===== config.mk =====
export PLATFORM = sky130hd
export DESIGN_NAME = fifo_stream_reader_flat
export DESIGN_NICKNAME = d
export VERILOG_FILES = /design/src/rtl/fifo_pkg.sv /design/src/rtl/fifo_stream_reader_if.sv /design/src/rtl/fifo_stream_reader_skid_buf.sv /design/src/rtl/fifo_stream_reader.sv /design/src/flat_wrapper.sv
export SDC_FILE = /design/constraint.sdc
export NUM_CORES = 1
export LEC_CHECK = 0
export CORE_MARGIN = 2
export CORE_UTILIZATION = 36
export CTS_CLUSTER_SIZE = 20
export DETAILED_ROUTE_END_ITERATION = 7
export DONT_BUFFER_PORTS = 1
export GPL_TIMING_DRIVEN = 0
export SYNTH_ARGS = -nofsm -noshare
export SYNTH_HDL_FRONTEND = slang
export SYNTH_HIERARCHICAL = 1
export SYNTH_SLANG_ARGS = --single-unit
export TNS_END_PERCENT = 50

===== constraint.sdc =====
create_clock -name clk -period 2.77 [get_ports clk]
set_input_delay 0.6925 -clock clk [delete_from_list [all_inputs] [get_ports clk]]
set_output_delay 0.6925 -clock clk [all_outputs]
set_load 0.005 [all_outputs]

===== src/rtl/fifo_pkg.sv =====
// ---------------------------------------------------------------------------
// fifo_pkg
// Shared definitions for the synchronous FIFO family and its read-side
// stream adapter.
//   DATA_WIDTH_DEF : default word width used by the FIFO and its readers
//   data_t         : default-width data word type shared with the FIFO
//   clog2()        : ceiling log2, used to size pointers and level counters
// ---------------------------------------------------------------------------
package fifo_pkg;

    localparam int DATA_WIDTH_DEF = 8;

    typedef logic [DATA_WIDTH_DEF-1:0] data_t;

    // Smallest r such that 2**r >= value; a level counter that must hold
    // the value itself needs clog2(value)+1 bits.
    function automatic int clog2(input int value);
        int result;
        result = 0;
        while ((1 << result) < value) begin
            result = result + 1;
        end
        return result;
    endfunction

endpackage


===== src/rtl/fifo_stream_reader_if.sv =====
// ---------------------------------------------------------------------------
// fifo_stream_reader_if
// Bundles the FIFO read port and the downstream valid/ready stream seen by
// fifo_stream_reader.
//   fifo_empty   : FIFO empty flag            (environment -> reader)
//   fifo_rd_en   : FIFO read strobe           (reader -> environment)
//   fifo_rd_data : FIFO data, one cycle after an accepted read
//   out_valid    : stream data valid          (reader -> consumer)
//   out_ready    : consumer accept            (consumer -> reader)
//   out_data     : stream data, head of the skid buffer
//   buf_level    : entries currently held in the skid buffer
// master modport is taken by the reader, slave by whatever surrounds it.
// ---------------------------------------------------------------------------
interface fifo_stream_reader_if
    import fifo_pkg::*;
#(
    parameter int DATA_WIDTH = DATA_WIDTH_DEF,
    parameter int BUF_DEPTH  = 2
);

    localparam int LEVEL_W = clog2(BUF_DEPTH) + 1;

    logic                  fifo_empty;
    logic                  fifo_rd_en;
    logic [DATA_WIDTH-1:0] fifo_rd_data;
    logic                  out_valid;
    logic                  out_ready;
    logic [DATA_WIDTH-1:0] out_data;
    logic [LEVEL_W-1:0]    buf_level;

    modport master (
        input  fifo_empty,
        input  fifo_rd_data,
        input  out_ready,
        output fifo_rd_en,
        output out_valid,
        output out_data,
        output buf_level
    );

    modport slave (
        output fifo_empty,
        output fifo_rd_data,
        output out_ready,
        input  fifo_rd_en,
        input  out_valid,
        input  out_data,
        input  buf_level
    );

endinterface


===== src/rtl/fifo_stream_reader_skid_buf.sv =====
// ---------------------------------------------------------------------------
// stream_skid_buf
// Small circular buffer that holds words returned by the FIFO until the
// stream consumer accepts them.
//   clk         : clock, rising edge
//   reset       : synchronous active-high; clears pointers, level and storage
//   flush       : synchronous clear of pointers and level; a push in the same
//                 cycle is dropped, storage contents are left as they are
//   push_i      : write push_data_i at the tail this cycle
//   push_data_i : word to write
//   pop_i       : consumer took the head this cycle
//   valid_o     : buffer holds at least one word
//   head_o      : word at the read pointer (registered storage only)
//   level_o     : number of words held
// The caller guarantees a push never lands on a full buffer.
// ---------------------------------------------------------------------------
module stream_skid_buf
    import fifo_pkg::*;
#(
    parameter int DATA_WIDTH = DATA_WIDTH_DEF,
    parameter int BUF_DEPTH  = 2
) (
    input  logic                           clk,
    input  logic                           reset,
    input  logic                           flush,
    input  logic                           push_i,
    input  logic [DATA_WIDTH-1:0]          push_data_i,
    input  logic                           pop_i,
    output logic                           valid_o,
    output logic [DATA_WIDTH-1:0]          head_o,
    output logic [clog2(BUF_DEPTH):0]      level_o
);

    localparam int PTR_W   = clog2(BUF_DEPTH);
    localparam int LEVEL_W = PTR_W + 1;

    logic [DATA_WIDTH-1:0] mem_q [BUF_DEPTH];
    logic [PTR_W-1:0]      rd_ptr_q;
    logic [PTR_W-1:0]      rd_ptr_d;
    logic [PTR_W-1:0]      wr_ptr_q;
    logic [PTR_W-1:0]      wr_ptr_d;
    logic [LEVEL_W-1:0]    occ_q;
    logic [LEVEL_W-1:0]    occ_d;
    logic                  pop_ok;

    assign pop_ok = pop_i && (occ_q != '0);

    // Next-state for the pointers and the level. Pointers wrap for free
    // because BUF_DEPTH is a power of two. A simultaneous push and pop
    // leaves the level unchanged.
    always_comb begin
        rd_ptr_d = rd_ptr_q;
        wr_ptr_d = wr_ptr_q;
        occ_d    = occ_q;
        if (push_i) begin
            wr_ptr_d = wr_ptr_q + 1'b1;
        end
        if (pop_ok) begin
            rd_ptr_d = rd_ptr_q + 1'b1;
        end
        case ({push_i, pop_ok})
            2'b10:   occ_d = occ_q + 1'b1;
            2'b01:   occ_d = occ_q - 1'b1;
            default: occ_d = occ_q;
        endcase
    end

    // State update. Reset also zeroes the storage so the head reads 0 until
    // the first word arrives; flush only rewinds, and any push in that cycle
    // is discarded along with everything already held.
    always_ff @(posedge clk) begin
        if (reset) begin
            rd_ptr_q <= '0;
            wr_ptr_q <= '0;
            occ_q    <= '0;
            for (int i = 0; i < BUF_DEPTH; i++) begin
                mem_q[i] <= '0;
            end
        end else if (flush) begin
            rd_ptr_q <= '0;
            wr_ptr_q <= '0;
            occ_q    <= '0;
        end else begin
            rd_ptr_q <= rd_ptr_d;
            wr_ptr_q <= wr_ptr_d;
            occ_q    <= occ_d;
            if (push_i) begin
                mem_q[wr_ptr_q] <= push_data_i;
            end
        end
    end

    assign valid_o = (occ_q != '0);
    assign head_o  = mem_q[rd_ptr_q];
    assign level_o = occ_q;

endmodule


===== src/rtl/fifo_stream_reader.sv =====
// ---------------------------------------------------------------------------
// fifo_stream_reader
// Read-side controller for the synchronous FIFO. Issues reads against the
// empty flag, absorbs the FIFO's one-cycle read latency and presents the
// words as a bubble-free valid/ready stream.
//   clk   : clock, rising edge
//   reset : synchronous active-high
//   flush : synchronous clear of buffer and in-flight read
//   bus   : fifo_stream_reader_if.master (FIFO read port + output stream)
// ---------------------------------------------------------------------------
module fifo_stream_reader
    import fifo_pkg::*;
#(
    parameter int DATA_WIDTH = DATA_WIDTH_DEF,
    parameter int BUF_DEPTH  = 2
) (
    input  logic                  clk,
    input  logic                  reset,
    input  logic                  flush,
    fifo_stream_reader_if.master  bus
);

    localparam int LEVEL_W = clog2(BUF_DEPTH) + 1;
    localparam int SUM_W   = LEVEL_W + 1;

    logic                  inflight_q;
    logic                  inflight_d;
    logic                  pop;
    logic                  rd_en;
    logic                  buf_valid;
    logic [DATA_WIDTH-1:0] buf_head;
    logic [LEVEL_W-1:0]    buf_level;
    logic [SUM_W-1:0]      demand;

    assign pop = buf_valid && bus.out_ready;

    // A read may issue only if the word it returns is guaranteed a slot:
    // count what is held plus what is already on its way, less the word
    // leaving this cycle. Using pop here (a combinational path from
    // out_ready) is what lets the reader sustain one word per cycle.
    always_comb begin
        demand     = SUM_W'(buf_level) + SUM_W'(inflight_q) - SUM_W'(pop);
        rd_en      = !reset && !flush && !bus.fifo_empty
                     && (demand < SUM_W'(BUF_DEPTH));
        inflight_d = rd_en;
    end

    // Tracks the read whose data appears on fifo_rd_data next cycle.
    always_ff @(posedge clk) begin
        if (reset || flush) begin
            inflight_q <= 1'b0;
        end else begin
            inflight_q <= inflight_d;
        end
    end

    stream_skid_buf #(
        .DATA_WIDTH (DATA_WIDTH),
        .BUF_DEPTH  (BUF_DEPTH)
    ) u_skid (
        .clk         (clk),
        .reset       (reset),
        .flush       (flush),
        .push_i      (inflight_q),
        .push_data_i (bus.fifo_rd_data),
        .pop_i       (pop),
        .valid_o     (buf_valid),
        .head_o      (buf_head),
        .level_o     (buf_level)
    );

    assign bus.fifo_rd_en = rd_en;
    assign bus.out_valid  = buf_valid;
    assign bus.out_data   = buf_head;
    assign bus.buf_level  = buf_level;

endmodule


===== src/flat_wrapper.sv =====
// flat-port wrapper written by rule: the top's interface ports become plain ports
module fifo_stream_reader_flat import fifo_pkg::*;
#(
    parameter int DATA_WIDTH = DATA_WIDTH_DEF,
    parameter int BUF_DEPTH  = 2
)
  (clk, reset, flush, bus_fifo_empty, bus_fifo_rd_data, bus_out_ready, bus_fifo_rd_en, bus_out_valid, bus_out_data, bus_buf_level);
  fifo_stream_reader_if #(.DATA_WIDTH(DATA_WIDTH), .BUF_DEPTH(BUF_DEPTH)) bus_i ();
  input  logic clk;
  input  logic reset;
  input  logic flush;
  input wire logic [$bits(bus_i.fifo_empty)-1:0] bus_fifo_empty;
  input wire logic [$bits(bus_i.fifo_rd_data)-1:0] bus_fifo_rd_data;
  input wire logic [$bits(bus_i.out_ready)-1:0] bus_out_ready;
  output wire logic [$bits(bus_i.fifo_rd_en)-1:0] bus_fifo_rd_en;
  output wire logic [$bits(bus_i.out_valid)-1:0] bus_out_valid;
  output wire logic [$bits(bus_i.out_data)-1:0] bus_out_data;
  output wire logic [$bits(bus_i.buf_level)-1:0] bus_buf_level;
  assign bus_i.fifo_empty = bus_fifo_empty;
  assign bus_i.fifo_rd_data = bus_fifo_rd_data;
  assign bus_i.out_ready = bus_out_ready;
  assign bus_fifo_rd_en = bus_i.fifo_rd_en;
  assign bus_out_valid = bus_i.out_valid;
  assign bus_out_data = bus_i.out_data;
  assign bus_buf_level = bus_i.buf_level;
  fifo_stream_reader #(.DATA_WIDTH(DATA_WIDTH), .BUF_DEPTH(BUF_DEPTH)) u_core (.clk(clk), .reset(reset), .flush(flush), .bus(bus_i));
endmodule

==> impl_results.rst <==
.. list-table::
   :header-rows: 1

   * - Metric
     - Value
   * - Outcome
     - finished, violations left
   * - Violated checks
     - setup timing
   * - X dimension of the die
     - 57.4 µm
   * - Buffer levels on the longest clock path
     - 2
   * - Net Switching
     - ~0.00013 W
   * - Detailed-router iteration count before antenna repair
     - 4
   * - Synth top area share
     - 46.9%
   * - Worst Path Max Fanout
     - 7
   * - Number of top-level pins
     - 25
   * - Clock tree sinks
     - 22
   * - Worst slew margin relative to its limit
     - around 16%
   * - Unrepaired setup endpoints after global routing
     - true
   * - Type of the worst setup path
     - reg -> out
   * - Combined global-route utilization of all metal layers
     - 12.4%
   * - Cell chosen for the clock root
     - sky130_fd_sc_hd__clkbuf_4
   * - Antenna cells
     - 0
   * - Critical Path Start Type
     - flop
   * - Number of instances in the synthesized netlist
     - 86
   * - Required @ worst endpoint
     - 2080 ps
   * - Amount of wire on met3 after detailed routing
     - 129 µm
   * - Post-synthesis net count
     - ~100
   * - Overall die area
     - ~3300 µm²
   * - Max-cap violations
     - 0
   * - FFs w/ async S/R, synth
     - 0%
   * - Power density relative to cell area
     - approximately 550 nW/µm²
   * - Mapped Avg Cell Area
     - about 12 µm²
   * - TritonCTS buffer count
     - 3
   * - Total Negative Setup Slacks
     - -162 ps
   * - Cell variety after synth
     - 25
   * - Area contributors post-synth
     - sky130_fd_sc_hd__edfxtp_1, sky130_fd_sc_hd__dfxtp_1, sky130_fd_sc_hd__mux2_2
   * - Switching share of total power
     - 19.3%
   * - Proportion of layout cells with a drive suffix above 1
     - between 20 and 30%
   * - TritonCTS clock tree
     - built
   * - VDD IR max
     - roughly 0.41 mV
   * - Combinational power share
     - 6.3%
   * - Crit path cell chain
     - or2_4 > and2_4 > ha_4 > nand2b_4 > fa_1 > nand2b_4 > nor4_4
   * - Port bufs
     - 0
   * - Cell-internal power
     - 0.000525 W
   * - Clock power share
     - a little under two fifths
   * - Setup Viol. Count Final
     - 1
   * - Die span in y
     - 57.4 µm
   * - Number of nets still failing antenna checks after routing
     - 0
   * - Core Region
     - roughly 2700 µm²
   * - Yosys warning count
     - 6
   * - Data arrival at the endpoint of the critical path
     - between 2000 and 2500 ps
   * - Transition time at the pin with the least slew margin
     - 1260 ps
   * - Violation count after the first detailed-route iteration
     - 14
   * - Routed len/inst
     - 15.6 µm
   * - Clock slew at reported path FFs
     - 130 ps
   * - Portion of the clock cycle consumed by the worst path in the final layout
     - 106%
   * - Total standard cell area after synthesis
     - 1020 µm²
   * - EDFF count, synth
     - 16
   * - Dominant cell type by count on the critical path
     - sky130_fd_sc_hd__nand2b_4
   * - H-tree lvl count
     - 1
   * - Post-synthesis sequential area ratio
     - between 50% and 60%
   * - Number of DRC violations after detailed routing
     - 0
   * - Share of total power in sequential cells
     - 56.3%
   * - Worst-Skew Late Latency
     - between 300 and 400 ps
   * - Path class of the lowest-slack min-delay path
     - in -> reg
   * - Grt total ovfl
     - 0
   * - Buffers plus inverters on the worst setup path
     - 0
   * - Most used standard cell by instance count after synthesis
     - sky130_fd_sc_hd__edfxtp_1
   * - Post-synth top cells
     - sky130_fd_sc_hd__edfxtp_1, sky130_fd_sc_hd__nor3_1, sky130_fd_sc_hd__nand2_1
   * - Primary FF master, synth
     - sky130_fd_sc_hd__edfxtp_1
   * - Peak per-stage delay on the critical path
     - approximately 520 ps
   * - Cell leakage power
     - 0.407 nW
   * - Final Non-Filler Cells
     - approximately 120
   * - Placed instance count
     - 117
   * - Nature of the critical path endpoint
     - primary output
   * - Maximum number of pins on one net before global-route repair
     - 14
   * - Routed wire length
     - about 1900 µm
   * - Site row count
     - 19
   * - Synth area leader
     - sky130_fd_sc_hd__edfxtp_1
   * - Number of nets at the end of the flow
     - about 110
   * - Final hold viol count
     - 0
   * - Shortest period the worst path allows
     - between 2000 and 3000 ps
   * - Worst setup margin
     - -162 ps
   * - Via count of the first global-routing pass
     - between 600 and 700
   * - Placer Congestion
     - 0.678
   * - Final worst clock skew
     - about 18 ps
   * - Critical Path Slowest Stage Cell
     - sky130_fd_sc_hd__fa_1
   * - Flip-flop and latch count after synthesis
     - 22
   * - Number of max-slew violations in the final report
     - 0
   * - Critical path's top delay family
     - simple AND/OR/NAND/NOR gates
   * - Total vias in the final route
     - 629
   * - Top routing layer in use
     - met4
   * - Setup slack at placement
     - -105 ps
   * - Routed length on met2
     - slightly above 900 µm
   * - Starting density of the core
     - a little under two fifths
   * - Area delta synth->final
     - 15.0%
   * - Initial antenna violation count
     - 0
   * - Wire length of the first global-routing pass
     - 3020 µm
   * - Max Clock Freq
     - about 340 MHz
   * - Post-Route M1 WL
     - about 900 µm
   * - Mean number of vias per cell
     - approximately 5
   * - Post-DP HPWL
     - 1340 µm
[kinds of logic after synthesis]
logic type / after synthesis / synth area share, %
xor gates and xnor gates: 5 / 4.27
buffers and inverters: 6 / 2.44
adders and majority gates: 3 / 4.40
AOI/OAI and AO/OA: 5 / 3.30
and+or+nand+nor: 37 / 18.2
DFF: 22 / 58.6
muxes: 8 / 8.79
[repair_timing]
item	CTS	global route
hold buffers	0	0
gates resized for setup	9	0
pin swaps	4	3
buffers inserted	1	1
endpoints found under the setup margin	1	1
[worst register-to-register path, stage by stage (launching register included)]
cell,delay [ps]
sky130_fd_sc_hd__dfxtp_4,390
sky130_fd_sc_hd__or2_4,260
sky130_fd_sc_hd__and2_4,150
sky130_fd_sc_hd__ha_4,200
sky130_fd_sc_hd__nand2b_4,130
sky130_fd_sc_hd__fa_1,530
sky130_fd_sc_hd__nand2b_4,70
sky130_fd_sc_hd__buf_4,130
sky130_fd_sc_hd__buf_4,120
sky130_fd_sc_hd__nor4_1,220
[path summary, 6_finish.rpt]
kind | start | endpoint | slack (ps) | cells past startpoint
max reg2reg | u_core/u_skid/level_o[1]$_SDFFE_PP0P_ | u_core/inflight_q$_SDFF_PP0_ | 510 | 9
max | u_core/u_skid/level_o[1]$_SDFFE_PP0P_ | bus_fifo_rd_en | -160 | 7
min reg2reg | u_core/u_skid/rd_ptr_q$_SDFFE_PP0P_ | flop | 560 | 2
min | reset | u_core/u_skid/wr_ptr_q$_SDFFE_PP0P_ | 430 | 1
[cell type report]
| class | count | area [µm²] |
|---|---|---|
| fillers | 251 | 1560 |
| flip-flops and latches | 22 | 608 |
| multi-input cells | 58 | 439 |
| well taps | 31 | 38.8 |
| clock inverters | 1 | 30.0 |
| clock buffers | 3 | 22.5 |
| repair buffers | 2 | 15.0 |
| plain buffers | 3 | 13.8 |
| inverters | 3 | 11.3 |
[registers in the layout, indices dropped and copies added, names as in the netlist, named ones only]
signal / flops
u_core/u_skid/rd_ptr_q: 1
u_core/inflight_q: 1
u_core/u_skid/mem_q: 16
u_core/u_skid/wr_ptr_q: 1
u_core/u_skid/level_o: 2
[metrics by stage]
| step | power, W | hold WS [ps] | instance area (µm²) | utilization, % |
|---|---|---|---|---|
| floorplan | 0.000402 | 518 | 1030 | - |
| global placement | 0.000410 | 533 | 1070 | 39.1 |
| detailed placement | 0.000412 | 531 | 1070 | 39.1 |
| CTS | 0.000657 | 427 | 1170 | 42.8 |
| global route | 0.000676 | 403 | 1180 | 43.1 |
| finish | 0.000651 | 434 | 1180 | 43.1 |
[power by group through the flow]
stage,logic (W),registers (W),clock network [W]
floorplan,0.0000286,0.000374,0
global placement,0.0000355,0.000375,0
detailed placement,0.0000360,0.000376,0
CTS,0.0000404,0.000367,0.000250
global route,0.0000452,0.000368,0.000263
finish,0.0000407,0.000366,0.000244
[layer usage]
metal,track usage [%],vias to the layer above
li1,-,317
met1,15.4,291
met2,20.1,19
met3,3.63,2
met4,4.98,0
met5,0,-
[layout by cell type, fill, tap and decap left out, drive strengths merged, types with 3 or more instances in the layout]
cell and count:
dfxtp 6, nor3 12, xnor2 3, edfxtp 16, buf 4, nand2 9, mux2 8, nor2 9
inv 3, clkbuf 4
(Power assumes the default switching activity.)
